$ cat src/rtl/alarm_output_arbiter.sv
// Alarm output arbiter: shares the siren driver and status LED between
// the alarm FSM, a panic button and a lock/unlock chirp source.
//
// Priority is alarm > panic > chirp. A higher-priority request preempts a
// lower one on the same clock edge. All outputs are registered, so the
// response to a sampled request appears on the following clk edge.
//
// Optional feature macro: ALARM_PANIC_EN
//   defined     : panic_btn toggles a timed panic siren
//   not defined : panic_btn is ignored, PANIC is unreachable, grant[1]=0
//
// Parameters
//   T_PANIC     cycles the panic siren stays on if not cancelled
//   T_CHIRP_ON  cycles the siren is on per chirp
//   T_CHIRP_OFF cycles the siren is off between chirps
//   CNT_W       width of the shared phase counter
//
// Ports
//   clk         system clock (all timing is in clk cycles)
//   rst         synchronous reset, active-high
//   alarm_siren level, intrusion siren request from the alarm FSM
//   alarm_led   level, LED pattern from the alarm FSM (passed when idle)
//   panic_btn   1-cycle pulse, toggles panic
//   chirp_req   1-cycle pulse, start a chirp burst
//   chirp_num   chirps in the burst, sampled with chirp_req (0 = ignored)
//   siren       registered siren drive
//   led         registered LED drive
//   grant       one-hot owner {chirp,panic,alarm}, 000 when idle
//   chirp_busy  high while a burst is in progress
//   chirp_done  1-cycle pulse when a burst completes without abort

module alarm_output_arbiter #(
    parameter int T_PANIC     = 30,
    parameter int T_CHIRP_ON  = 1,
    parameter int T_CHIRP_OFF = 2,
    parameter int CNT_W       = 5
) (
    input  logic       clk,
    input  logic       rst,
    input  logic       alarm_siren,
    input  logic       alarm_led,
    input  logic       panic_btn,
    input  logic       chirp_req,
    input  logic [1:0] chirp_num,
    output logic       siren,
    output logic       led,
    output logic [2:0] grant,
    output logic       chirp_busy,
    output logic       chirp_done
);

    typedef enum logic [2:0] {
        S_IDLE,
        S_ALARM,
        S_PANIC,
        S_CHIRP_ON,
        S_CHIRP_OFF
    } state_t;

    // Terminal counts: the counter restarts from 0 on every state entry,
    // so a state lasting N cycles exits when it sees N-1.
    localparam logic [CNT_W-1:0] PANIC_LAST = CNT_W'(T_PANIC - 1);
    localparam logic [CNT_W-1:0] ON_LAST    = CNT_W'(T_CHIRP_ON - 1);
    localparam logic [CNT_W-1:0] OFF_LAST   = CNT_W'(T_CHIRP_OFF - 1);

    state_t           state;
    state_t           state_nx;
    logic [CNT_W-1:0] cnt;
    logic [CNT_W-1:0] cnt_nx;
    logic [1:0]       rem;
    logic [1:0]       rem_nx;

    logic             siren_nx;
    logic             led_nx;
    logic [2:0]       grant_nx;
    logic             busy_nx;
    logic             done_nx;

    logic             panic_ev;
    logic             chirp_ev;

`ifdef ALARM_PANIC_EN
    assign panic_ev = panic_btn;
`else
    logic unused_panic_btn;
    assign unused_panic_btn = panic_btn;
    assign panic_ev         = 1'b0;
`endif

    assign chirp_ev = chirp_req && (chirp_num != 2'd0);

    // Next-state logic. chirp_req is only honoured from IDLE, so a
    // request arriving while any other owner holds the siren is dropped.
    always_comb begin
        state_nx = state;
        rem_nx   = rem;
        done_nx  = 1'b0;

        unique case (state)
            S_IDLE: begin
                if (alarm_siren) begin
                    state_nx = S_ALARM;
                end else if (panic_ev) begin
                    state_nx = S_PANIC;
                end else if (chirp_ev) begin
                    state_nx = S_CHIRP_ON;
                    rem_nx   = chirp_num;
                end
            end

            S_ALARM: begin
                if (!alarm_siren) begin
                    state_nx = S_IDLE;
                end
            end

            S_PANIC: begin
                if (alarm_siren) begin
                    state_nx = S_ALARM;
                end else if (panic_ev || cnt == PANIC_LAST) begin
                    state_nx = S_IDLE;
                end
            end

            S_CHIRP_ON: begin
                if (alarm_siren) begin
                    state_nx = S_ALARM;
                    rem_nx   = 2'd0;
                end else if (panic_ev) begin
                    state_nx = S_PANIC;
                    rem_nx   = 2'd0;
                end else if (cnt == ON_LAST) begin
                    rem_nx = rem - 2'd1;
                    if (rem == 2'd1) begin
                        state_nx = S_IDLE;
                        done_nx  = 1'b1;
                    end else begin
                        state_nx = S_CHIRP_OFF;
                    end
                end
            end

            S_CHIRP_OFF: begin
                if (alarm_siren) begin
                    state_nx = S_ALARM;
                    rem_nx   = 2'd0;
                end else if (panic_ev) begin
                    state_nx = S_PANIC;
                    rem_nx   = 2'd0;
                end else if (cnt == OFF_LAST) begin
                    state_nx = S_CHIRP_ON;
                end
            end

            default: begin
                state_nx = S_IDLE;
                rem_nx   = 2'd0;
            end
        endcase
    end

    // Only the timed states count; ALARM and IDLE hold the counter at 0
    // so it can never wrap during an arbitrarily long alarm.
    always_comb begin
        cnt_nx = '0;
        if (state_nx == state) begin
            if (state == S_PANIC || state == S_CHIRP_ON ||
                state == S_CHIRP_OFF) begin
                cnt_nx = cnt + CNT_W'(1);
            end
        end
    end

    // Output decode from the next state so the registered outputs change
    // on the same edge as the state itself.
    always_comb begin
        siren_nx = 1'b0;
        led_nx   = alarm_led;
        grant_nx = 3'b000;
        busy_nx  = 1'b0;

        unique case (state_nx)
            S_IDLE: begin
                led_nx = alarm_led;
            end
            S_ALARM: begin
                siren_nx = 1'b1;
                led_nx   = 1'b1;
                grant_nx = 3'b001;
            end
            S_PANIC: begin
                siren_nx = 1'b1;
                led_nx   = 1'b1;
                grant_nx = 3'b010;
            end
            S_CHIRP_ON: begin
                siren_nx = 1'b1;
                led_nx   = 1'b1;
                grant_nx = 3'b100;
                busy_nx  = 1'b1;
            end
            S_CHIRP_OFF: begin
                led_nx   = alarm_led;
                grant_nx = 3'b100;
                busy_nx  = 1'b1;
            end
            default: begin
                led_nx = alarm_led;
            end
        endcase

`ifndef ALARM_PANIC_EN
        grant_nx[1] = 1'b0;
`endif
    end

    always_ff @(posedge clk) begin
        if (rst) begin
            state      <= S_IDLE;
            cnt        <= '0;
            rem        <= 2'd0;
            siren      <= 1'b0;
            led        <= 1'b0;
            grant      <= 3'b000;
            chirp_busy <= 1'b0;
            chirp_done <= 1'b0;
        end else begin
            state      <= state_nx;
            cnt        <= cnt_nx;
            rem        <= rem_nx;
            siren      <= siren_nx;
            led        <= led_nx;
            grant      <= grant_nx;
            chirp_busy <= busy_nx;
            chirp_done <= done_nx;
        end
    end

endmodule
$ cat config.mk
export PLATFORM = sky130hd
export DESIGN_NAME = alarm_output_arbiter
export DESIGN_NICKNAME = d
export VERILOG_FILES = /design/src/rtl/alarm_output_arbiter.sv
export SDC_FILE = /design/constraint.sdc
export NUM_CORES = 1
export LEC_CHECK = 0
export ABC_CLOCK_PERIOD_IN_PS = 2100
export CORE_MARGIN = 2
export CORE_UTILIZATION = 50
export DETAILED_ROUTE_END_ITERATION = 16
export PLACE_DENSITY_LB_ADDON = 0.05
export SKIP_LAST_GASP = 1
export SLEW_MARGIN = 15
export SYNTH_ARGS = -nofsm -noshare
export SYNTH_HDL_FRONTEND = slang
export SYNTH_SLANG_ARGS = --single-unit
$ cat constraint.sdc
create_clock -name clk -period 2.1 [get_ports clk]
set_clock_uncertainty 0.15 [all_clocks]
set_input_delay 0.21 -clock clk [delete_from_list [all_inputs] [get_ports clk]]
set_output_delay 0.21 -clock clk [all_outputs]
set_load 0.02 [all_outputs]
### After elaboration in Yosys (flattened, before gate mapping)

Cells that the tools add are included.

| word-level totals | value |
|---|---|
| register bits after elaboration | 17 |

| cells by class | value |
|---|---|
| equal/unequal tests | 16 |
| bitwise gates (word level) | 5 |
| reductions and logical operators | 12 |
| mux-type cells | 22 |
| $add $sub $neg | 2 |

Operators by type and width:

| operator | number |
|---|---|
| $mux W3 | 10 |
| $pmux W3 S5 | 1 |
| $eq A3 B2 Y1 const B | 4 |
| $mux W2 | 5 |
| $pmux W3 S3 | 1 |
| $pmux W2 S4 | 1 |
| $eq A3 B1 Y1 const B | 2 |
| $eq A3 B3 Y1 const B | 2 |
| $ne A2 B2 Y1 const B | 3 |
| $reduce_or A3 Y1 | 2 |
| $add A5 B1 Y5 const B | 1 |
| $eq A5 B1 Y1 const B | 1 |
| $eq A5 B5 Y1 const B | 1 |
| $logic_not A5 Y1 | 1 |
| $not A1 Y1 | 5 |
| $reduce_and A5 Y1 | 1 |
| $mux W1 | 4 |
| $reduce_or A2 Y1 | 2 |
| $reduce_or A4 Y1 | 1 |
| $eq A3 B3 Y1 | 1 |
| $logic_not A3 Y1 | 1 |
| $ne A3 B3 Y1 const B | 1 |
| $eq A2 B1 Y1 const B | 1 |
| $logic_or A1 B1 Y1 | 2 |
| other kinds (3) | 3 |

### Longest topological paths before layout

| depth | value |
|---|---|
| depth after elaboration | 8 |
| gate-level depth with buffers | 6 |

### Worst setup path after synthesis

OpenSTA, ideal clock, no wires.

| path | value |
|---|---|
| path type | reg-to-reg |
| from | register cnt[0] |
| to | register rem[0] |
| library setup time | 121 ps |
| setup slack | 295 ps |
| data arrival time | 1534 ps |
| cell stages (with the launch flop) | 7 |
| data required time | 1829 ps |
| clock period less this slack | 1805 ps |
| buffers on the path | 0 |
| cell sequence | dfxtp_1 inv_1 ha_1 nor4b_4 a31o_2 o22ai_1 mux2_2 |

| between the ends | value |
|---|---|
| word-level cells in the longest chain between the ends | 3 |

RTL lines:

| what | line | text |
|---|---|---|
| start: declaration | 68 | `logic [CNT_W-1:0] cnt;` |
| start signal: assignment | 229 | `cnt <= cnt_nx;` |
| $logic_not A5 Y1 | 132 | `end else if (cnt == ON_LAST) begin` |
| $ne A3 B3 Y1 (no line) | - |  |
| $reduce_and A5 Y1 (no line) | - |  |
| end signal: assignment | 230 | `rem <= rem_nx;` |
| end: declaration | 70 | `logic [1:0] rem;` |

No other way between the ends.
A chain may end at the register's enable or synchronous reset.

### Worst setup path after layout

Same ends and word-level chain as after synthesis.

==> impl_results.html <==
<table>
<tr><th>Metric</th><th>Value</th></tr>
<tr><th colspan="2">Route</th></tr>
<tr><td>Via total after detailed routing</td><td>approximately 630</td></tr>
<tr><td>Via-per-instance ratio</td><td>between 5 and 6</td></tr>
<tr><td>Number of detailed-route iterations in the first pass</td><td>4</td></tr>
<tr><td>Detailed router's first-iteration violation count</td><td>20</td></tr>
<tr><td>Post-route DRC</td><td>0</td></tr>
<tr><td>Remaining number of nets flagged by the antenna check after routing</td><td>0</td></tr>
<tr><td>Wire length per cell</td><td>approximately 12 µm</td></tr>
<tr><td>Wire length reported by the detailed router</td><td>about 1400 µm</td></tr>
<tr><th colspan="2">Cells and area</th></tr>
<tr><td>Share of final-layout standard cells stronger than drive strength 1</td><td>0.1600</td></tr>
<tr><td>Ant diodes</td><td>0</td></tr>
<tr><td>Net count reported at finish</td><td>113</td></tr>
<tr><td>Area of the multi-input gates</td><td>about 460 µm²</td></tr>
<tr><td>Layout overhead on the synthesized area</td><td>15.62%</td></tr>
<tr><td>Fill count</td><td>around 140</td></tr>
<tr><td>Register area</td><td>about 300 µm²</td></tr>
<tr><td>Core occupancy in the finished layout</td><td>0.6250</td></tr>
<tr><th colspan="2">Setup path</th></tr>
<tr><td>Category of the most critical setup path</td><td>register to register</td></tr>
<tr><td>CP arrival</td><td>1980 ps</td></tr>
<tr><td>Ordered cell list for the critical path</td><td>inv_1, ha_1, nor4b_4, a31o_2, o22ai_1, mux2_2</td></tr>
<tr><td>Highest net fanout along the worst path</td><td>5</td></tr>
<tr><td>Endpoint required time on the critical path</td><td>2130 ps</td></tr>
<tr><td>Endpoint kind of the worst setup timing path</td><td>register</td></tr>
<tr><td>Count of cells along the worst register-to-register path</td><td>6</td></tr>
<tr><td>Worst setup slack for register-to-register paths</td><td>~150 ps</td></tr>
<tr><td>Biggest cell delay along the critical path</td><td>around 400 ps</td></tr>
<tr><td>Slowest cell on the critical path</td><td>dfxtp_1</td></tr>
<tr><td>Kind of launch point of the worst setup path</td><td>register</td></tr>
<tr><td>Endpoint of the worst register-to-register path</td><td>rem[0]</td></tr>
<tr><td>RR Startpoint</td><td>cnt[0]</td></tr>
<tr><td>Worst Setup SP</td><td>cnt[0]</td></tr>
<tr><th colspan="2">STA</th></tr>
<tr><td>Worst-case headroom to the max-slew limit</td><td>0.6575</td></tr>
<tr><td>Final total negative setup slack</td><td>0 ps</td></tr>
<tr><td>Final count of pins violating max slew</td><td>0</td></tr>
<tr><td>RSZ-0062 raised after global routing</td><td>false</td></tr>
<tr><td>Final period util</td><td>0.9278</td></tr>
<tr><td>Measured slew at the worst slew-check pin</td><td>about 500 ps</td></tr>
<tr><td>Final hold viol count</td><td>0</td></tr>
<tr><td>Timing-limited maximum frequency</td><td>about 510 MHz</td></tr>
<tr><td>Final setup violating endpoints</td><td>0</td></tr>
<tr><td>Fin crit period</td><td>1948 ps</td></tr>
<tr><th colspan="2">CTS</th></tr>
<tr><td>Number of clock buffers inserted by TritonCTS</td><td>3</td></tr>
<tr><td>Number of gates resized after CTS</td><td>0</td></tr>
<tr><td>Count of clock tree sinks</td><td>15</td></tr>
<tr><td>Post-CTS clock slew at the launch and capture registers of the worst setup and hold paths</td><td>around 90 ps</td></tr>
<tr><td>Root buf cell</td><td>clkbuf_4</td></tr>
<tr><td>Post-CTS repair timing setup buffer count</td><td>0</td></tr>
<tr><td>TritonCTS clock tree</td><td>yes</td></tr>
<tr><td>H-tree level count</td><td>1</td></tr>
<tr><td>Insertion delay to the later sink of the worst-skew pair</td><td>between 200 and 300 ps</td></tr>
<tr><td>Number of buffers on the longest clock path</td><td>2</td></tr>
<tr><td>Number of hold buffers added after CTS</td><td>0</td></tr>
<tr><th colspan="2">Yosys</th></tr>
<tr><td>Synth Instances</td><td>89</td></tr>
<tr><td>Simple-gate share of the synthesized area</td><td>0.2628</td></tr>
<tr><td>Adder and majority gate portion of the synthesized area</td><td>0.06006</td></tr>
<tr><td>Leading cell types by count after synthesis</td><td>15 x dfxtp_1, 7 x nor3_1, 6 x nor2_1</td></tr>
<tr><td>Syn. warnings</td><td>0</td></tr>
<tr><td>Dominant synthesized flop cell</td><td>dfxtp_1</td></tr>
<tr><td>Proportion of netlist area held by the largest area contributor</td><td>0.3604</td></tr>
<tr><td>Mean area per synthesized cell</td><td>approximately 9.4 µm²</td></tr>
<tr><td>Flip-flop and latch count after synthesis</td><td>15</td></tr>
<tr><td>Synth cell types</td><td>slightly above 40</td></tr>
<tr><td>Share of synthesized flip-flops with an asynchronous set or reset</td><td>0</td></tr>
<tr><td>Combinational family with the most area after synthesis</td><td>simple AND/OR/NAND/NOR gates</td></tr>
<tr><td>Library cell occupying the most area in the post-synthesis netlist</td><td>dfxtp_1</td></tr>
<tr><td>Synth Area in XOR/XNOR</td><td>0.03153</td></tr>
<tr><td>Sequential area share after synthesis</td><td>0.3604</td></tr>
<tr><td>Multiplexer fraction of the synthesized cell area</td><td>0.03754</td></tr>
<tr><td>Nets in the synthesized netlist</td><td>roughly 100</td></tr>
<tr><td>Top-count cell post-synth</td><td>dfxtp_1</td></tr>
<tr><td>Synthesized-area fraction occupied by ao, oa, aoi and oai cells</td><td>0.1577</td></tr>
<tr><td>Most area-consuming cells after synthesis</td><td>dfxtp_1 36%, ha_1 6.0%, nor3_1 4.2%</td></tr>
<tr><td>Number of synthesized flops with an enable pin</td><td>0</td></tr>
<tr><td>Cell area after synthesis</td><td>~830 µm²</td></tr>
<tr><th colspan="2">Place</th></tr>
<tr><td>Detail Placement HPWL</td><td>roughly 1100 µm</td></tr>
<tr><td>Total of buffers placed on input and output ports</td><td>12</td></tr>
<tr><td>Routability-driven placement congestion ratio</td><td>0.8284</td></tr>
<tr><th colspan="2">Die</th></tr>
<tr><td>Die extent in y</td><td>44.83 µm</td></tr>
<tr><td>Initial standard-cell utilization of the core</td><td>0.5406</td></tr>
<tr><td>Die Wd</td><td>around 45 µm</td></tr>
<tr><td>Die Outline Area</td><td>0.002009 mm²</td></tr>
<tr><td>Number of primary I/O pins</td><td>15</td></tr>
<tr><td>Rows</td><td>14</td></tr>
<tr><td>Core ar.</td><td>~0.0015 mm²</td></tr>
<tr><th colspan="2">Global route</th></tr>
<tr><td>Global-route wire length before repair</td><td>between 2000 and 2500 µm</td></tr>
<tr><td>Overflow left after global routing</td><td>0</td></tr>
<tr><td>Via count of the first global-routing pass</td><td>around 560</td></tr>
<tr><td>Initial antenna violation count</td><td>0</td></tr>
<tr><td>Maximum number of pins on one net before global-route repair</td><td>11</td></tr>
<tr><td>GRT Overall Usage</td><td>0.1638</td></tr>
<tr><th colspan="2">Power and ir drop</th></tr>
<tr><td>Final Total Pwr</td><td>~0.00056 W</td></tr>
<tr><td>Worst-case vdd ir drop</td><td>~0.00045 V</td></tr>
<tr><td>Leakage power total</td><td>about 0.37 nW</td></tr>
<tr><td>Power density of the placed cells</td><td>a little under 600 mW/mm²</td></tr>
<tr><th colspan="2">Worst hold path</th></tr>
<tr><td>Hold path startpoint</td><td>rem[1]</td></tr>
<tr><td>Worst Hold Path EP</td><td>rem[1]</td></tr>
<tr><td>Cell depth of the worst hold path</td><td>2</td></tr>
<tr><td>Tightest Hold Check Type</td><td>register to register</td></tr>
<tr><th colspan="2">Run</th></tr>
<tr><td>Max-cap violations</td><td>0</td></tr>
<tr><th colspan="2">Run status</th></tr>
<tr><td>Outcome</td><td>complete, no violations</td></tr>
</table>
[through the flow]
stage                     setup WS, ps  cell area [µm²]  hold slack [ps]  instances
after global routing             74.89            963.4            343.4        116
after global placement           181.7            935.9            318.2        112
after floorplan                  295.3            833.3            136.7         89
after CTS                        143.9            963.4            331.0        116
after detailed placement         160.7            935.9            326.7        112
final                            151.5            963.4            332.9        116
[critical path: cells and delay by family, from the launching register on]
kind	cells	cell delay (ps)
flip-flops	1	400
adder cells (fa/ha/maj)	1	200
AND/OR/NAND/NOR	1	150
multiplexers	1	370
buffers and inverters	1	60
AO/OA/AOI/OAI	2	520
[cell families after synthesis]
kind of cell	after synthesis
other	1
adder cells (fa/ha/maj)	4
XOR/XNOR	3
multiplexers	3
AND/OR/NAND/NOR	34
buffers and inverters	12
AO/OA/AOI/OAI	17
flip-flops	15
[worst max-delay path by stage]
stage                         to  slack [ps]
final                     rem[0]         150
after global routing      rem[0]          70
after CTS                 rem[0]         140
after detailed placement  rem[0]         160
after global placement    rem[0]         180
after floorplan           rem[0]         300
[area by class of cell]
cell class	instances	share of cell area
inverter	5	0.01948
timing repair buffer	14	0.1403
sequential	15	0.3117
clock inverter	1	0.005195
tap	16	0.02078
multi-input combinational	62	0.4792
clock buffer	3	0.02338
[cell usage in the layout (no fill, tap or decap), types with 2 or more instances in the layout]
cell type and instances:
nor2b_1 2, nand3_1 3, o21ai_0 2, o22ai_1 2
inv_1 5, nor3_1 7, clkbuf_4 3, dfxtp_1 15
mux2i_1 2, o21a_1 2, ha_1 4, clkdlybuf4s50_1 12
buf_4 2, nor4b_1 3, nand2_1 3, nor2_1 6
nand2b_1 2, xor2_1 2, a21oi_1 2
[flip-flops by register name, summed over array words and instances, names as in the netlist]
name        cells
led             1
cnt             5
siren           1
rem             2
chirp_done      1
grant           2
state           3
[metal layers]
metal | vias up | wire length [µm] | GRT usage
met5 | - | 0 | 0
met4 | 0 | 19 | 0.08824
met3 | 2 | 60 | 0.02400
met2 | 14 | 593 | 0.2464
met1 | 278 | 752 | 0.2258
li1 | 335 | - | -
[power breakdown]
part           switching [W]  leakage, nW  internal (W)
clock              0.0000939       0.0177     0.0000708
combinational      0.0000427        0.232     0.0000464
sequential        0.00000884        0.122      0.000294
Note: power is estimated with default switching activity, not from simulation.
